<file path="config.mk">
export PLATFORM = sky130hd
export DESIGN_NAME = instruction_fetch
export DESIGN_NICKNAME = d
export VERILOG_FILES = /design/src/rtl/instruction_fetch.sv
export SDC_FILE = /design/constraint.sdc
export NUM_CORES = 1
export LEC_CHECK = 0
export ABC_AREA = 1
export CORE_UTILIZATION = 50
export CTS_CLUSTER_DIAMETER = 100
export DETAILED_ROUTE_END_ITERATION = 7
export HOLD_SLACK_MARGIN = 0.05
export PLACE_DENSITY = 0.8
export SLEW_MARGIN = 30
export SYNTH_ARGS = -nofsm -noshare
export SYNTH_HDL_FRONTEND = slang
export SYNTH_SLANG_ARGS = --single-unit
export TNS_END_PERCENT = 10
</file>
<file path="constraint.sdc">
create_clock -name clk -period 4.5 [get_ports clk]
set_input_delay 0.9 -clock clk [delete_from_list [all_inputs] [get_ports clk]]
set_output_delay 0.9 -clock clk [all_outputs]
set_load 0.01 [all_outputs]
</file>
<file path="src/rtl/instruction_fetch.sv">
// instruction_fetch: PC generation and fetch stage in front of a
// combinational-read instruction memory. Each fetched word is captured
// together with its PC into a small circular buffer and handed to decode
// over a valid/ready handshake. Redirects flush the buffer and restart
// fetch at the new PC. A misaligned or out-of-range PC produces one
// faulted NOP entry, and fetch then halts until the next redirect.
//
// Optional build macro: IF_PERF_CNT_EN adds the perf_fetch_cnt and
// perf_stall_cnt outputs.
//
// state    | meaning
// ST_RUN   | fetching one word per cycle while the buffer has room
// ST_FAULT | faulted entry already queued; no fetch until a redirect
module instruction_fetch #(
   parameter logic [31:0] RESET_PC   = 32'h0000_0000,
   parameter int          FIFO_DEPTH = 2,
   parameter int          IMEM_BYTES = 4096,
   parameter logic [31:0] NOP_INSTR  = 32'h0000_0013
) (
   input  logic        clk,
   input  logic        rst_n,
   output logic [31:0] imem_addr,
   input  logic [31:0] imem_rdata,
   input  logic        redirect_valid,
   input  logic [31:0] redirect_pc,
   output logic        if_valid,
   input  logic        if_ready,
   output logic [31:0] if_instr,
   output logic [31:0] if_pc,
   output logic [31:0] if_pc_plus4,
   output logic        if_fault
`ifdef IF_PERF_CNT_EN
   ,
   output logic [31:0] perf_fetch_cnt,
   output logic [31:0] perf_stall_cnt
`endif
);

   localparam int          PTR_W  = $clog2(FIFO_DEPTH);
   localparam int          CNT_W  = PTR_W + 1;
   localparam logic [31:0] PC_MAX = 32'(IMEM_BYTES - 4);

   typedef enum logic {ST_RUN, ST_FAULT} state_e;

   state_e             state_q, state_d;
   logic [31:0]        pc_q, pc_d;
   logic [PTR_W-1:0]   wr_ptr_q, wr_ptr_d;
   logic [PTR_W-1:0]   rd_ptr_q, rd_ptr_d;
   logic [CNT_W-1:0]   count_q, count_d;

   logic [31:0]        fifo_pc    [FIFO_DEPTH];
   logic [31:0]        fifo_instr [FIFO_DEPTH];
   logic               fifo_fault [FIFO_DEPTH];

   logic               head_valid;
   logic               full;
   logic               handshake;
   logic               pop;
   logic               fetch;
   logic               pc_bad;

   // Handshake, fetch decision and next-state for PC, pointers and state.
   // Redirect wins over everything, including a pop in the same cycle.
   always_comb begin
      head_valid = (count_q != '0);
      full       = (count_q == CNT_W'(FIFO_DEPTH));
      handshake  = head_valid && if_ready;
      pc_bad     = (pc_q[1:0] != 2'b00) || (pc_q > PC_MAX);
      pop        = handshake && !redirect_valid;
      fetch      = (state_q == ST_RUN) && !redirect_valid && (!full || handshake);

      state_d  = state_q;
      pc_d     = pc_q;
      wr_ptr_d = wr_ptr_q;
      rd_ptr_d = rd_ptr_q;
      count_d  = count_q;

      if (redirect_valid) begin
         state_d  = ST_RUN;
         pc_d     = redirect_pc;
         wr_ptr_d = '0;
         rd_ptr_d = '0;
         count_d  = '0;
      end else begin
         if (fetch) begin
            wr_ptr_d = wr_ptr_q + PTR_W'(1);
            if (pc_bad) begin
               state_d = ST_FAULT;
            end else begin
               pc_d = pc_q + 32'd4;
            end
         end
         if (pop) begin
            rd_ptr_d = rd_ptr_q + PTR_W'(1);
         end
         if (fetch && !pop) begin
            count_d = count_q + CNT_W'(1);
         end else if (!fetch && pop) begin
            count_d = count_q - CNT_W'(1);
         end
      end
   end

   // Control state: FSM, PC and buffer bookkeeping.
   always_ff @(posedge clk or negedge rst_n) begin
      if (!rst_n) begin
         state_q  <= ST_RUN;
         pc_q     <= RESET_PC;
         wr_ptr_q <= '0;
         rd_ptr_q <= '0;
         count_q  <= '0;
      end else begin
         state_q  <= state_d;
         pc_q     <= pc_d;
         wr_ptr_q <= wr_ptr_d;
         rd_ptr_q <= rd_ptr_d;
         count_q  <= count_d;
      end
   end

   // Buffer storage; contents are only observed through the occupancy
   // count, so no reset is needed here.
   always_ff @(posedge clk) begin
      if (fetch) begin
         fifo_pc[wr_ptr_q]    <= pc_q;
         fifo_instr[wr_ptr_q] <= pc_bad ? NOP_INSTR : imem_rdata;
         fifo_fault[wr_ptr_q] <= pc_bad;
      end
   end

   // Head of the buffer to decode; fields read as zero while empty.
   always_comb begin
      imem_addr   = pc_q;
      if_valid    = head_valid;
      if_instr    = head_valid ? fifo_instr[rd_ptr_q] : 32'd0;
      if_pc       = head_valid ? fifo_pc[rd_ptr_q] : 32'd0;
      if_fault    = head_valid ? fifo_fault[rd_ptr_q] : 1'b0;
      if_pc_plus4 = if_pc + 32'd4;
   end

`ifdef IF_PERF_CNT_EN
   logic [31:0] perf_fetch_q, perf_fetch_d;
   logic [31:0] perf_stall_q, perf_stall_d;

   // Good-fetch and full-buffer stall counters; redirects leave them alone.
   always_comb begin
      perf_fetch_d = perf_fetch_q;
      perf_stall_d = perf_stall_q;
      if (fetch && !pc_bad) begin
         perf_fetch_d = perf_fetch_q + 32'd1;
      end
      if ((state_q == ST_RUN) && full && !handshake) begin
         perf_stall_d = perf_stall_q + 32'd1;
      end
   end

   // Counter registers.
   always_ff @(posedge clk or negedge rst_n) begin
      if (!rst_n) begin
         perf_fetch_q <= 32'd0;
         perf_stall_q <= 32'd0;
      end else begin
         perf_fetch_q <= perf_fetch_d;
         perf_stall_q <= perf_stall_d;
      end
   end

   assign perf_fetch_cnt = perf_fetch_q;
   assign perf_stall_cnt = perf_stall_q;
`endif

endmodule

</file>
==> results.cfg <==
[cts]
clk_pin_slew_ns = 0.07
cts_root_buf = clkbuf_16
insertion_delay_ns = 0.42
hold_buffers = 0
cts_tree = done
cts_setup_buffers = 0
cts_sinks = 167
clk_path_buf_depth = 2
cts_max_level = 4
post_cts_resized = 0
cts_buffers = 17

[placement]
portBuffers = 197
place_ws_ns = 0.925
hpwl_um = 15000
place.gp.congestion = 0.940

[worst_hold_path]
min_path_type = in -> async

[setup_path]
crit_type = reg -> out
critical_path_arrival_ns = 3.16
crit_top_cell = nand2_1
crit_family = buffers and inverters
crit_buf_inv = 4
slowest_delay_ns = 0.54
path_cells = inv_2 -> buf_4 -> buf_4 -> nand2_1 -> nand2_1 -> nand3_1 -> nor2_1 -> nand2_1 -> nor2_2 -> nand3_1 -> nand2_1 -> clkdlybuf4s50_1
slowest_stage = clkdlybuf4s50_1
end_kind = output port
critPathLaunchType = flip-flop
cp_max_fo = 35
required_ns = 3.60
r2r_setup_slack_ns = 1.85

[outcome]
outcome = finished clean

[synth]
synth_ff_type = edfxtp_1
yosysTopAreaCell = edfxtp_1
yosys_warnings = 0
syn-num-nets = 960
syn_avg_cell_area_um2 = 8.98
yosysUniqueCellTypes = 27
postSynthCellCount = 890
synth_area_leaders = edfxtp_1 49%, nand2_1 14%, dfrtp_1 12%
ys_ff_latch = 167
async_flop_share_pct = 22.2
synth_edf_count = 130
yosys.area.top_type_share_pct = 48.8
netlist_area_um2 = 8000
ys_seq_area_share_pct = 60.4

[layout]
area_delta_synth_final_pct = 33.7
final_nets = 1150
drive_gt1_share_pct = 7.23
n_antenna_cell = 0
final_util_pct = 69.3

[sta]
tightest_slew_ns = 0.694
slew_viol_final = 0
fin_setup_tns_ns = 0
finalSetupViolations = 0
fin_crit_sh_pct = 90.3
slew_headroom_pct = 53.6
fmax_mhz = 246
final-hold-violation-count = 0
rsz0062_at_grt = false
period_needed_ns = 4.06
final.setup_skew_ns = 0.0108
finalWorstSetupSlack_ns = 0.437
hold_ws_ns = 0.447

[floorplan]
die_y_um = 128
ioPinCount = 198
start_util_pct = 51.8
fp-row-count = 45
core_area_um2 = 15400
chipWidth_um = 128
dieArea_um2 = 16500

[route]
drc_errors = 0
first_pass_iters = 5
vias = 6608
via_per_inst = 5.07
drt_wl_total_um = 20800
wire_per_inst_um = 15.9
drtIter0Drc = 444
ant_nets = 0

[grt]
grt_overflow = 0
track_usage_pct = 26.0
grt_max_degree = 59
grt_pass1_vias = 6393
antenna_found_initial = 0
grt_pass1_wl_um = 32400

[pwr]
power_density_nw_per_um2 = 495
p_leak_nw = 4.49
max-vdd-ir-drop_mv = 0.315

[job]
max_cap_violations = 0
-- report_power, final --
group / internal [mW] / switching [mW] / total [mW]
Clock: 0.728 / 0.591 / 1.32
Combinational: 0.892 / 1.10 / 1.99
Sequential: 1.88 / 0.0996 / 1.98
Total: 3.50 / 1.79 / 5.29
-- state kept, by name, summed over array words and instances (netlist names) --
signal	cells
fifo_pc	64
count_q	2
fifo_instr	64
imem_addr	32
state_q	1
rd_ptr_q	1
wr_ptr_q	1
fifo_fault	2
-- final cells by class --
type                       count  area, µm²
fill                        1162       4740
clock buffer                  20        447
inverter                     106        398
timing repair buffer         209       2060
clock inverter                12       96.3
tap                          211        264
sequential                   167       4830
multi-input combinational    579       2590
-- worst paths after layout --
path,startpoint,cells past startpoint,end
max in group asynchronous,rst_n,1,rd_ptr_q
hold / removal,rst_n,1,imem_addr[11]
min in group clk,imem_addr[28],0,fifo_pc[0][28]
hold reg to reg,imem_addr[28],0,fifo_pc[0][28]
setup reg to reg,count_q[1],6,imem_addr[31]
setup / recovery,rd_ptr_q,12,if_pc_plus4[31]
-- stage by stage --
step                instance area [µm²]  instances  power (mW)
floorplan                          8000        890        2.99
global placement                  10100       1272        3.97
detailed placement                10100       1272        4.00
CTS                               10700       1304        5.31
global route                      10700       1304        5.56
finish                            10700       1304        5.29
-- cell usage in the layout (no fill, tap or decap) --
master / instances
inv_2: 4
dfrtp_2: 1
clkbuf_8: 1
o21ai_0: 24
inv_1: 102
nand2_1: 307
nor2_2: 13
clkinvlp_4: 4
nand3_2: 4
nand2_2: 6
xnor2_1: 2
clkbuf_16: 17
edfxtp_1: 130
nor2_1: 80
ha_1: 2
or2_2: 4
clkbuf_1: 2
o21ai_1: 1
nor3_1: 1
nand4_1: 7
dfrtp_1: 36
clkinv_2: 1
inv_6: 4
nand3_1: 62
nor2_4: 4
o31ai_1: 1
clkinv_4: 3
buf_4: 13
xor2_1: 19
a21oi_1: 42
clkdlybuf4s50_1: 196
-- cell families after synthesis --
family,after synthesis,synth area share (%)
and+or+nand+nor,488,25.2
DFF,167,60.4
buffers and inverters,144,7.46
AOI/OAI and AO/OA,68,4.29
xor gates and xnor gates,21,2.30
adders and majority gates,2,0.313
-- metal layers --
| layer | track usage [%] | vias up | share of wire [%] |
|---|---|---|---|
| li1 | - | 3223 | - |
| met1 | 31.2 | 3098 | 40 |
| met2 | 45.2 | 246 | 51 |
| met3 | 5.78 | 41 | 6.5 |
| met4 | 11.0 | 0 | 2.7 |
| met5 | 0 | - | 0 |
-- synth_stat cells (7+ instances only) --
cell,number
a21oi_1,42
buf_1,8
buf_2,12
clkbuf_1,11
dfrtp_1,37
edfxtp_1,130
inv_1,102
nand2_1,307
nand3_1,62
nand4_1,7
nor2_1,83
nor2_2,13
o21ai_0,24
xor2_1,19
No activity file was read; power rests on OpenSTA's default activity.
